<file path="src/rtl/split_bus_arbiter.sv">
// Two-master bus arbiter with split-transaction parking for one split-capable slave.
// All outputs come straight from flops; a grant follows its sampled request by one clock.
module split_bus_arbiter #(
    parameter bit RR_EN = 1'b1
) (
    input  logic clk,
    input  logic rstn,
    input  logic breq1,
    input  logic breq2,
    input  logic ssplit,
    output logic bgrant1,
    output logic bgrant2,
    output logic msplit1,
    output logic msplit2,
    output logic msel,
    output logic split_grant
);

    typedef enum logic [1:0] {
        IDLE   = 2'd0,
        GRANT1 = 2'd1,
        GRANT2 = 2'd2
    } state_t;

    state_t state_q;
    logic   bgrant1_q;
    logic   bgrant2_q;
    logic   msplit1_q;
    logic   msplit2_q;
    logic   msel_q;
    logic   split_grant_q;
    logic   split_pend_q;
    logic   split_owner_q;   // 0 = master 1, 1 = master 2
    logic   last_grant_q;    // 0 = master 1, 1 = master 2
    logic   ssplit_q;

    logic req1_d;
    logic req2_d;
    logic split_rise_d;
    logic tie_pick2_d;

    // A parked master's request is invisible until its split resumes.
    assign req1_d       = breq1 & ~msplit1_q;
    assign req2_d       = breq2 & ~msplit2_q;
    assign split_rise_d = ssplit & ~ssplit_q;
    assign tie_pick2_d  = RR_EN ? ~last_grant_q : 1'b0;

    always_ff @(posedge clk or negedge rstn) begin
        if (!rstn) begin
            state_q       <= IDLE;
            bgrant1_q     <= 1'b0;
            bgrant2_q     <= 1'b0;
            msplit1_q     <= 1'b0;
            msplit2_q     <= 1'b0;
            msel_q        <= 1'b0;
            split_grant_q <= 1'b0;
            split_pend_q  <= 1'b0;
            split_owner_q <= 1'b0;
            last_grant_q  <= 1'b1;
            ssplit_q      <= 1'b0;
        end else begin
            ssplit_q      <= ssplit;
            split_grant_q <= 1'b0;
            case (state_q)
                IDLE: begin
                    if (split_pend_q && !ssplit) begin
                        // Returning the bus to the split owner outranks any fresh request.
                        split_pend_q  <= 1'b0;
                        split_grant_q <= 1'b1;
                        if (split_owner_q) begin
                            state_q      <= GRANT2;
                            bgrant2_q    <= 1'b1;
                            msplit2_q    <= 1'b0;
                            msel_q       <= 1'b1;
                            last_grant_q <= 1'b1;
                        end else begin
                            state_q      <= GRANT1;
                            bgrant1_q    <= 1'b1;
                            msplit1_q    <= 1'b0;
                            msel_q       <= 1'b0;
                            last_grant_q <= 1'b0;
                        end
                    end else if (req1_d && (!req2_d || !tie_pick2_d)) begin
                        state_q      <= GRANT1;
                        bgrant1_q    <= 1'b1;
                        msel_q       <= 1'b0;
                        last_grant_q <= 1'b0;
                    end else if (req2_d) begin
                        state_q      <= GRANT2;
                        bgrant2_q    <= 1'b1;
                        msel_q       <= 1'b1;
                        last_grant_q <= 1'b1;
                    end
                end
                GRANT1: begin
                    if (split_rise_d && !split_pend_q) begin
                        state_q       <= IDLE;
                        bgrant1_q     <= 1'b0;
                        msplit1_q     <= 1'b1;
                        split_pend_q  <= 1'b1;
                        split_owner_q <= 1'b0;
                    end else if (!breq1) begin
                        state_q   <= IDLE;
                        bgrant1_q <= 1'b0;
                    end
                end
                GRANT2: begin
                    if (split_rise_d && !split_pend_q) begin
                        state_q       <= IDLE;
                        bgrant2_q     <= 1'b0;
                        msplit2_q     <= 1'b1;
                        split_pend_q  <= 1'b1;
                        split_owner_q <= 1'b1;
                    end else if (!breq2) begin
                        state_q   <= IDLE;
                        bgrant2_q <= 1'b0;
                    end
                end
                default: begin
                    state_q   <= IDLE;
                    bgrant1_q <= 1'b0;
                    bgrant2_q <= 1'b0;
                end
            endcase
        end
    end

    assign bgrant1     = bgrant1_q;
    assign bgrant2     = bgrant2_q;
    assign msplit1     = msplit1_q;
    assign msplit2     = msplit2_q;
    assign msel        = msel_q;
    assign split_grant = split_grant_q;

endmodule

</file>
<file path="config.mk">
export PLATFORM = sky130hd
export DESIGN_NAME = split_bus_arbiter
export DESIGN_NICKNAME = d
export VERILOG_FILES = /design/src/rtl/split_bus_arbiter.sv
export SDC_FILE = /design/constraint.sdc
export NUM_CORES = 1
export LEC_CHECK = 0
export CAP_MARGIN = 20
export CORE_MARGIN = 1.5
export CORE_UTILIZATION = 42
export CTS_BUF_LIST = sky130_fd_sc_hd__clkbuf_4
export DETAILED_ROUTE_END_ITERATION = 12
export DONT_BUFFER_PORTS = 1
export SLEW_MARGIN = 40
export SYNTH_ARGS = -nofsm -noshare
export SYNTH_HDL_FRONTEND = slang
export SYNTH_SLANG_ARGS = --single-unit
export TNS_END_PERCENT = 5
</file>
<file path="constraint.sdc">
create_clock -name clk -period 1.8 [get_ports clk]
set_clock_uncertainty 0.05 [all_clocks]
set_input_delay 0.36 -clock clk [delete_from_list [all_inputs] [get_ports clk]]
set_output_delay 0.36 -clock clk [all_outputs]
set_load 0.1 [all_outputs]
</file>
==> results of run 1 <==
[metrics by stage]
stage | hold WS (ns) | worst slack [ns] | instances | utilization | cell area, µm²
2_1_floorplan | 0.01441 | 0.1193 | 57 | - | 619.3
4_1_cts | 0.05802 | 0.1314 | 84 | 0.5478 | 730.7
5_1_grt | 0.04660 | 0.005564 | 84 | 0.5478 | 730.7
6_report | 0.06974 | 0.1346 | 84 | 0.5478 | 730.7
3_5_place_dp | 0.01466 | 0.1459 | 79 | 0.5178 | 690.7
3_3_place_gp | 0.01465 | 0.1966 | 79 | 0.5178 | 690.7
[flip-flops by register name, indices dropped and copies added, names as in the netlist]
name and count:
state_q 2, msplit2 1, split_grant 1, msplit1 1, last_grant_q 1, bgrant2 1, ssplit_q 1, split_pend_q 1
bgrant1 1, split_owner_q 1, msel 1
[path summary, 6_finish.rpt]
check	depth (start not counted)	end	slack, ns
min in group asynchronous	1	split_owner_q	0.43
max in group asynchronous	1	last_grant_q	0.87
worst min register to register	1	last_grant_q	0.49
worst min-delay path	0	ssplit_q	0.07
worst max register to register	5	state_q[0]	0.13
worst max-delay path	5	state_q[0]	0.13
[cells in the mapped netlist]
library cell / n
a21o_1: 1
a21oi_1: 6
a22oi_1: 1
a2bb2oi_1: 1
a31oi_1: 3
a31oi_2: 1
dfrtp_1: 11
dfstp_2: 1
ha_1: 3
inv_1: 5
mux2i_1: 4
nand2_1: 2
nand2b_1: 2
nor2_1: 2
nor2b_1: 2
nor3b_1: 3
o21a_1: 3
o21ai_0: 3
o32ai_2: 1
or3b_1: 2
[area by class of cell]
type	count	area, µm²	area share
clock buffer	4	30.03	0.04110
inverter	5	18.77	0.02568
multi-input combinational	40	296.5	0.4058
sequential	12	304.0	0.4161
tap	15	18.77	0.02568
timing repair buffer	8	62.56	0.08562
[cell families (layout without fill, tap and decap cells)]
group / count (synthesis) / count (layout) / share of synthesized area
AOI/OAI and AO/OA: 20 / 20 / 0.2252
and+or+nand+nor: 13 / 13 / 0.1298
DFF: 12 / 12 / 0.4888
buffers and inverters: 5 / 17 / 0.03043
muxes: 4 / 4 / 0.06491
adders and majority gates: 3 / 3 / 0.06086
[routing by layer]
layer / wire length [µm] / track usage / part of all wire / vias up
met5: 0 / 0 / 0 / -
met3: 83 / 0.09574 / 0.065 / 2
met4: 11 / 0.04839 / 0.0086 / 0
met2: 597 / 0.3203 / 0.47 / 12
li1: - / - / - / 231
met1: 583 / 0.2047 / 0.46 / 238
[timing repair]
item	CTS	global route
hold buffers	1	0
endpoints found under the hold margin	12	0
endpoints found under the setup margin	0	0
[critical path, stage by stage (launching register included)]
cell and delay (ns):
dfrtp_1 0.38, inv_1 0.10, ha_1 0.29, inv_1 0.16, o32ai_2 0.36, mux2i_1 0.24
==> flow_summary.ini, run 1 <==
[run_status]
outcome = finished clean

[finish]
final_common_cell = dfrtp_1
drive_gt1_frac = 0.2319
num_antenna_cells = 0
areaGrowthSynthToFinish_pct = 18.46
mostFrequentLayoutCells = dfrtp_1 (9), buf_4 (7), a21oi_1 (6)
finalNetCount = 78
nFillCells = 119

[die]
fp.dieW_um = 41.33
pin_count = 11
coreArea_um2 = 1334
fp-row-count = 13
die_area_um2 = 1708
die_y_um = 41.33
initial_utilization = 0.4625

[logic_synthesis]
synth_top_cell_area_share = 0.4462
synth_top_cell_by_area = dfrtp_1
ys_types = 20
synthCells = 57
synth_area_um2 = 616.8
syn_nets = 65
synth_area_per_cell_um2 = 10.82
synth_area_leaders = dfrtp_1 (45%), mux2i_1 (6.5%), ha_1 (6.1%)
ys_ff_latch = 12
synth-seq-area-share = 0.4888
yosysWarnings = 0

[place]
io_buffer_count = 0
globalplace.congestion = 0.8057
dp_hpwl_um = 962.6

[clock_network]
ctsHtreeMaxLevel = 1
clk_pin_slew_ns = 0.06
cts_setup_buffers = 0
cts_resized = 0
cts_root_buf = clkbuf_4
cts-buffers-inserted = 3
clk_path_buf_depth = 2
cts.sinks = 12
worstSkewPairLatency_ns = 0.28
cts_tree = yes

[global_routing]
grt_use_total = 0.1876
grt_antenna_before_repair = 0
grt_pass1_wl_um = 1890
grt_max_degree = 13
gr-total-overflow = 0
grt_pass1_vias = 452

[sta]
slew_headroom = 0.6429
clock.fmax_ghz = 0.6005
setup_tns_ns = 0
final-hold-violation-count = 0
final-setup-viol-count = 0
worst-slew-pin-transition_ns = 0.5340
finalMaxSlewViolations = 0
final.period_utilization = 0.9252
post-route-min-period_ns = 1.665
rsz0062_at_grt = false

[worst_setup_path]
r2r-start = state_q[0]
start_kind = register
arrival_ns = 1.80
crit_start = state_q[0]
cp.required_ns = 1.93
criticalPathCategory = register to register
crit_path_end_kind = register
crit_fanout = 7

[routing]
drt_pre_antenna_iters = 4
viasPerCell = 5.750
wl_per_cell_um = 15.19
vias = 483
drc = 0
wl_um = 1276
initialDrtViolationCount = 13
antenna_left = 0

[worst_hold_path]
hp-class = input pin to register
hold_start = ssplit

[job]
maxCapViolCount = 0
Power of run 1 is left out: the tool's default activity adds up to more than one toggle a clock period on the data nets, which glitch-free logic cannot reach.
==> inputs of run 2 (changes only) <==
--- a/config.mk
+++ b/config.mk
@@ -6,7 +6,6 @@
 export NUM_CORES = 1
 export LEC_CHECK = 0
 export CAP_MARGIN = 20
-export CORE_MARGIN = 1.5
 export CORE_UTILIZATION = 42
 export CTS_BUF_LIST = sky130_fd_sc_hd__clkbuf_4
 export DETAILED_ROUTE_END_ITERATION = 12
==> flow_summary.ini, run 2 (synthesized netlist as in run 1, its figures left out) <==
[sta]
rsz0062_at_grt = false
finalMaxSlewViolations = 0
worst-slew-pin-transition_ns = 0.5605
clock.fmax_ghz = 0.6470
final.period_utilization = 0.8586
setup_tns_ns = 0
post-route-min-period_ns = 1.546
final-setup-viol-count = 0
final-hold-violation-count = 0
slew_headroom = 0.6251

[finish]
drive_gt1_frac = 0.2286
final_area_um2 = 734.5
areaGrowthSynthToFinish_pct = 19.07
regMostFlops = state_q
finalNetCount = 79
mostFrequentLayoutCells = dfrtp_1 (9), buf_4 (8), a21oi_1 (6)
final_common_cell = dfrtp_1
largest_reg_flops = 2
num_antenna_cells = 0

[worst_setup_path]
criticalPathCategory = register to register
start_kind = register
arrival_ns = 1.71
cp.required_ns = 1.97
crit_fanout = 6
path_cells = or3b_1, a31oi_1, nor2b_1, a2bb2oi_1
slowest_stage = dfrtp_1
slowest_delay_ns = 0.43
crit_path_end_kind = register

[routing]
wl_um = 1277
wl_per_cell_um = 15.02
drc = 0
viasPerCell = 5.765
vias = 490
antenna_left = 0
drt_pre_antenna_iters = 4
initialDrtViolationCount = 15

[global_routing]
gr-total-overflow = 0
grt_max_degree = 13
grt_pass1_vias = 429
grt_antenna_before_repair = 0
grt_pass1_wl_um = 1952
grt_use_total = 0.1981

[clock_network]
cts_tree = yes
worstSkewPairLatency_ns = 0.29
clk_pin_slew_ns = 0.08
clk_path_buf_depth = 2
cts_resized = 0
cts.sinks = 12
cts_root_buf = clkbuf_4
ctsHtreeMaxLevel = 1
cts-buffers-inserted = 3

[die]
fp.dieW_um = 40.33
initial_utilization = 0.4625
fp-row-count = 13
pin_count = 11
die_area_um2 = 1626
coreArea_um2 = 1334
die_y_um = 40.33

[run_status]
outcome = finished clean

[place]
io_buffer_count = 0
globalplace.congestion = 0.7535
placed_area_um2 = 698.2
dp_hpwl_um = 936.9

[job]
maxCapViolCount = 0

[worst_hold_path]
hp-class = input pin to register
[run 2: cell types whose count changed in the layout (fill, tap and decap cells not counted), sizes merged]
| cell | before | now |
|---|---|---|
| buf | 7 | 8 |
| clkbuf | 4 | 3 |
| clkinv | 0 | 1 |
[run 2: what timing repair did]
item                      CTS  global route
setup buffers               0             0
hold endpoints to repair   12             0
hold buffers                1             0
[run 2: final cells by class]
class / count / area (µm²)
fill: 122 / 599.3
sequential: 12 / 304.0
multi-input combinational: 40 / 296.5
timing repair buffer: 9 / 70.07
clock buffer: 3 / 22.52
inverter: 5 / 18.77
tap: 15 / 18.77
clock inverter: 1 / 3.754
[run 2: worst max-delay path: cells and delay by family, from the launching register on]
family             cells  cell delay [ns]
and+or+nand+nor        2             0.58
AOI/OAI and AO/OA      2             0.41
DFF                    1             0.43
[run 2: layer usage]
| layer | share of wire | up-vias | GRT usage |
|---|---|---|---|
| li1 | - | 230 | - |
| met1 | 0.45 | 238 | 0.2195 |
| met2 | 0.48 | 19 | 0.3175 |
| met3 | 0.060 | 3 | 0.08889 |
| met4 | 0.019 | 0 | 0.1000 |
| met5 | 0 | - | 0 |
[run 2: worst paths after layout]
| check | from | to | slack (ns) | cells past startpoint |
|---|---|---|---|---|
| setup / recovery | split_pend_q | bgrant1 | 0.25 | 4 |
| hold / removal | ssplit | ssplit_q | 0.05 | 0 |
| hold reg to reg | last_grant_q | last_grant_q | 0.50 | 1 |
| min in group asynchronous | rstn | split_grant | 0.44 | 1 |
| setup reg to reg | split_pend_q | bgrant1 | 0.25 | 4 |
| max in group asynchronous | rstn | msplit1 | 0.85 | 1 |
[run 2: per-stage QoR]
step	utilization	hold WS (ns)	cells	worst slack [ns]
after floorplan	-	0.01441	57	0.1193
after CTS	0.5507	0.04656	85	0.2433
after global routing	0.5507	0.03127	85	0.1412
final	0.5507	0.05065	85	0.2545
after global placement	0.5235	0.01468	80	0.2541
after detailed placement	0.5235	0.01469	80	0.2685
Power of run 2 is left out for the same reason.
==> inputs of run 3 (changes only) <==
--- a/config.mk
+++ b/config.mk
@@ -10,6 +10,7 @@
 export CTS_BUF_LIST = sky130_fd_sc_hd__clkbuf_4
 export DETAILED_ROUTE_END_ITERATION = 12
 export DONT_BUFFER_PORTS = 1
+export PLACE_DENSITY_LB_ADDON = 0.3
 export SLEW_MARGIN = 40
 export SYNTH_ARGS = -nofsm -noshare
 export SYNTH_HDL_FRONTEND = slang
==> flow_summary.ini, run 3 (synthesized netlist as in run 1, its figures left out) <==
[die]
die_y_um = 40.33
fp.dieW_um = 40.33
die_area_um2 = 1626
coreArea_um2 = 1334
initial_utilization = 0.4625
fp-row-count = 13
pin_count = 11

[clock_network]
cts_tree = yes
clk_path_buf_depth = 2
clk_pin_slew_ns = 0.08
cts_root_buf = clkbuf_4
ctsHtreeMaxLevel = 1
cts_setup_buffers = 0
cts-buffers-inserted = 3
cts_resized = 0
cts.sinks = 12
worstSkewPairLatency_ns = 0.27
hold_buffers = 1

[run_status]
outcome = finished clean

[sta]
setup_tns_ns = 0
worst-slew-pin-transition_ns = 0.5257
rsz0062_at_grt = false
slew_headroom = 0.6484
finalMaxSlewViolations = 0
fin_hold_ws_ns = 0.06982
final.period_utilization = 0.9184
final-setup-viol-count = 0
clock.fmax_ghz = 0.6049
final-hold-violation-count = 0
post-route-min-period_ns = 1.653

[finish]
fin_util = 0.5478
num_antenna_cells = 0
finalNonFillerCells = 84
final_common_cell = dfrtp_1
drive_gt1_frac = 0.2319
areaGrowthSynthToFinish_pct = 18.46
finalNetCount = 78
regMostFlops = state_q
mostFrequentLayoutCells = dfrtp_1 (9), buf_4 (7), a21oi_1 (6)
largest_reg_flops = 2

[place]
globalplace.congestion = 0.8186
dp.cells = 79
io_buffer_count = 0
dp_hpwl_um = 949.2

[worst_setup_path]
criticalPathCategory = register to register
slowest_delay_ns = 0.39
start_kind = register
arrival_ns = 1.79
path_cells = inv_1, ha_1, inv_1, o32ai_2, mux2i_1
crit_fanout = 7
critPathMostFrequentCell = inv_1
cp.required_ns = 1.94
ff2ff_setup_slack_ns = 0.15
crit_path_end_kind = register
slowest_stage = dfrtp_1

[routing]
antenna_left = 0
drc = 0
wl_um = 1220
wl_per_cell_um = 14.52
viasPerCell = 5.845
vias = 491
drt_pre_antenna_iters = 5
initialDrtViolationCount = 14

[global_routing]
gr-total-overflow = 0
grt_pass1_vias = 441
grt_antenna_before_repair = 0
grt_pass1_wl_um = 1835
grt_use_total = 0.1803
grt_max_degree = 13

[job]
maxCapViolCount = 0

[worst_hold_path]
hp-class = input pin to register
-- run 3: cell count changes in the layout (fill, tap and decap cells not counted) --
cell	previous run	this run
clkinv_1	1	0
clkbuf_4	3	4
buf_4	8	7
-- run 3: stage by stage --
stage	area [µm²]	setup slack (ns)
floorplan	619.3	0.1193
global placement	690.7	0.2020
detailed placement	690.7	0.1798
CTS	730.7	0.1463
global route	730.7	0.03409
finish	730.7	0.1469
-- run 3: worst paths after layout --
kind | startpoint | endpoint | cells after the start
worst max-delay path | state_q[0] | state_q[1] | 5
worst min-delay path | ssplit | ssplit_q | 0
worst max register to register | state_q[0] | state_q[1] | 5
worst min register to register | last_grant_q | last_grant_q | 1
max in group asynchronous | rstn | msplit2 | 1
min in group asynchronous | rstn | split_pend_q | 1
-- run 3: worst max-delay path: cells and delay by family (launching register included) --
kind	cells	cell delay, ns
buffers and inverters	2	0.24
adder cells (fa/ha/maj)	1	0.29
multiplexers	1	0.23
AO/OA/AOI/OAI	1	0.36
flip-flops	1	0.39
-- run 3: layer usage --
| layer | share of wire | track usage | vias to the layer above |
|---|---|---|---|
| li1 | - | - | 229 |
| met4 | 0.016 | 0.06667 | 0 |
| met1 | 0.42 | 0.1903 | 238 |
| met2 | 0.47 | 0.2857 | 20 |
| met3 | 0.090 | 0.1167 | 4 |
| met5 | 0 | 0 | - |
-- run 3: cell type report --
type                    instances  area (µm²)
clock buffers                   4       30.03
fillers                       123       603.1
inverters                       5       18.77
multi-input cells              40       296.5
flip-flops and latches         12       304.0
well taps                      15       18.77
repair buffers                  8       62.56
Power of run 3 is left out for the same reason.
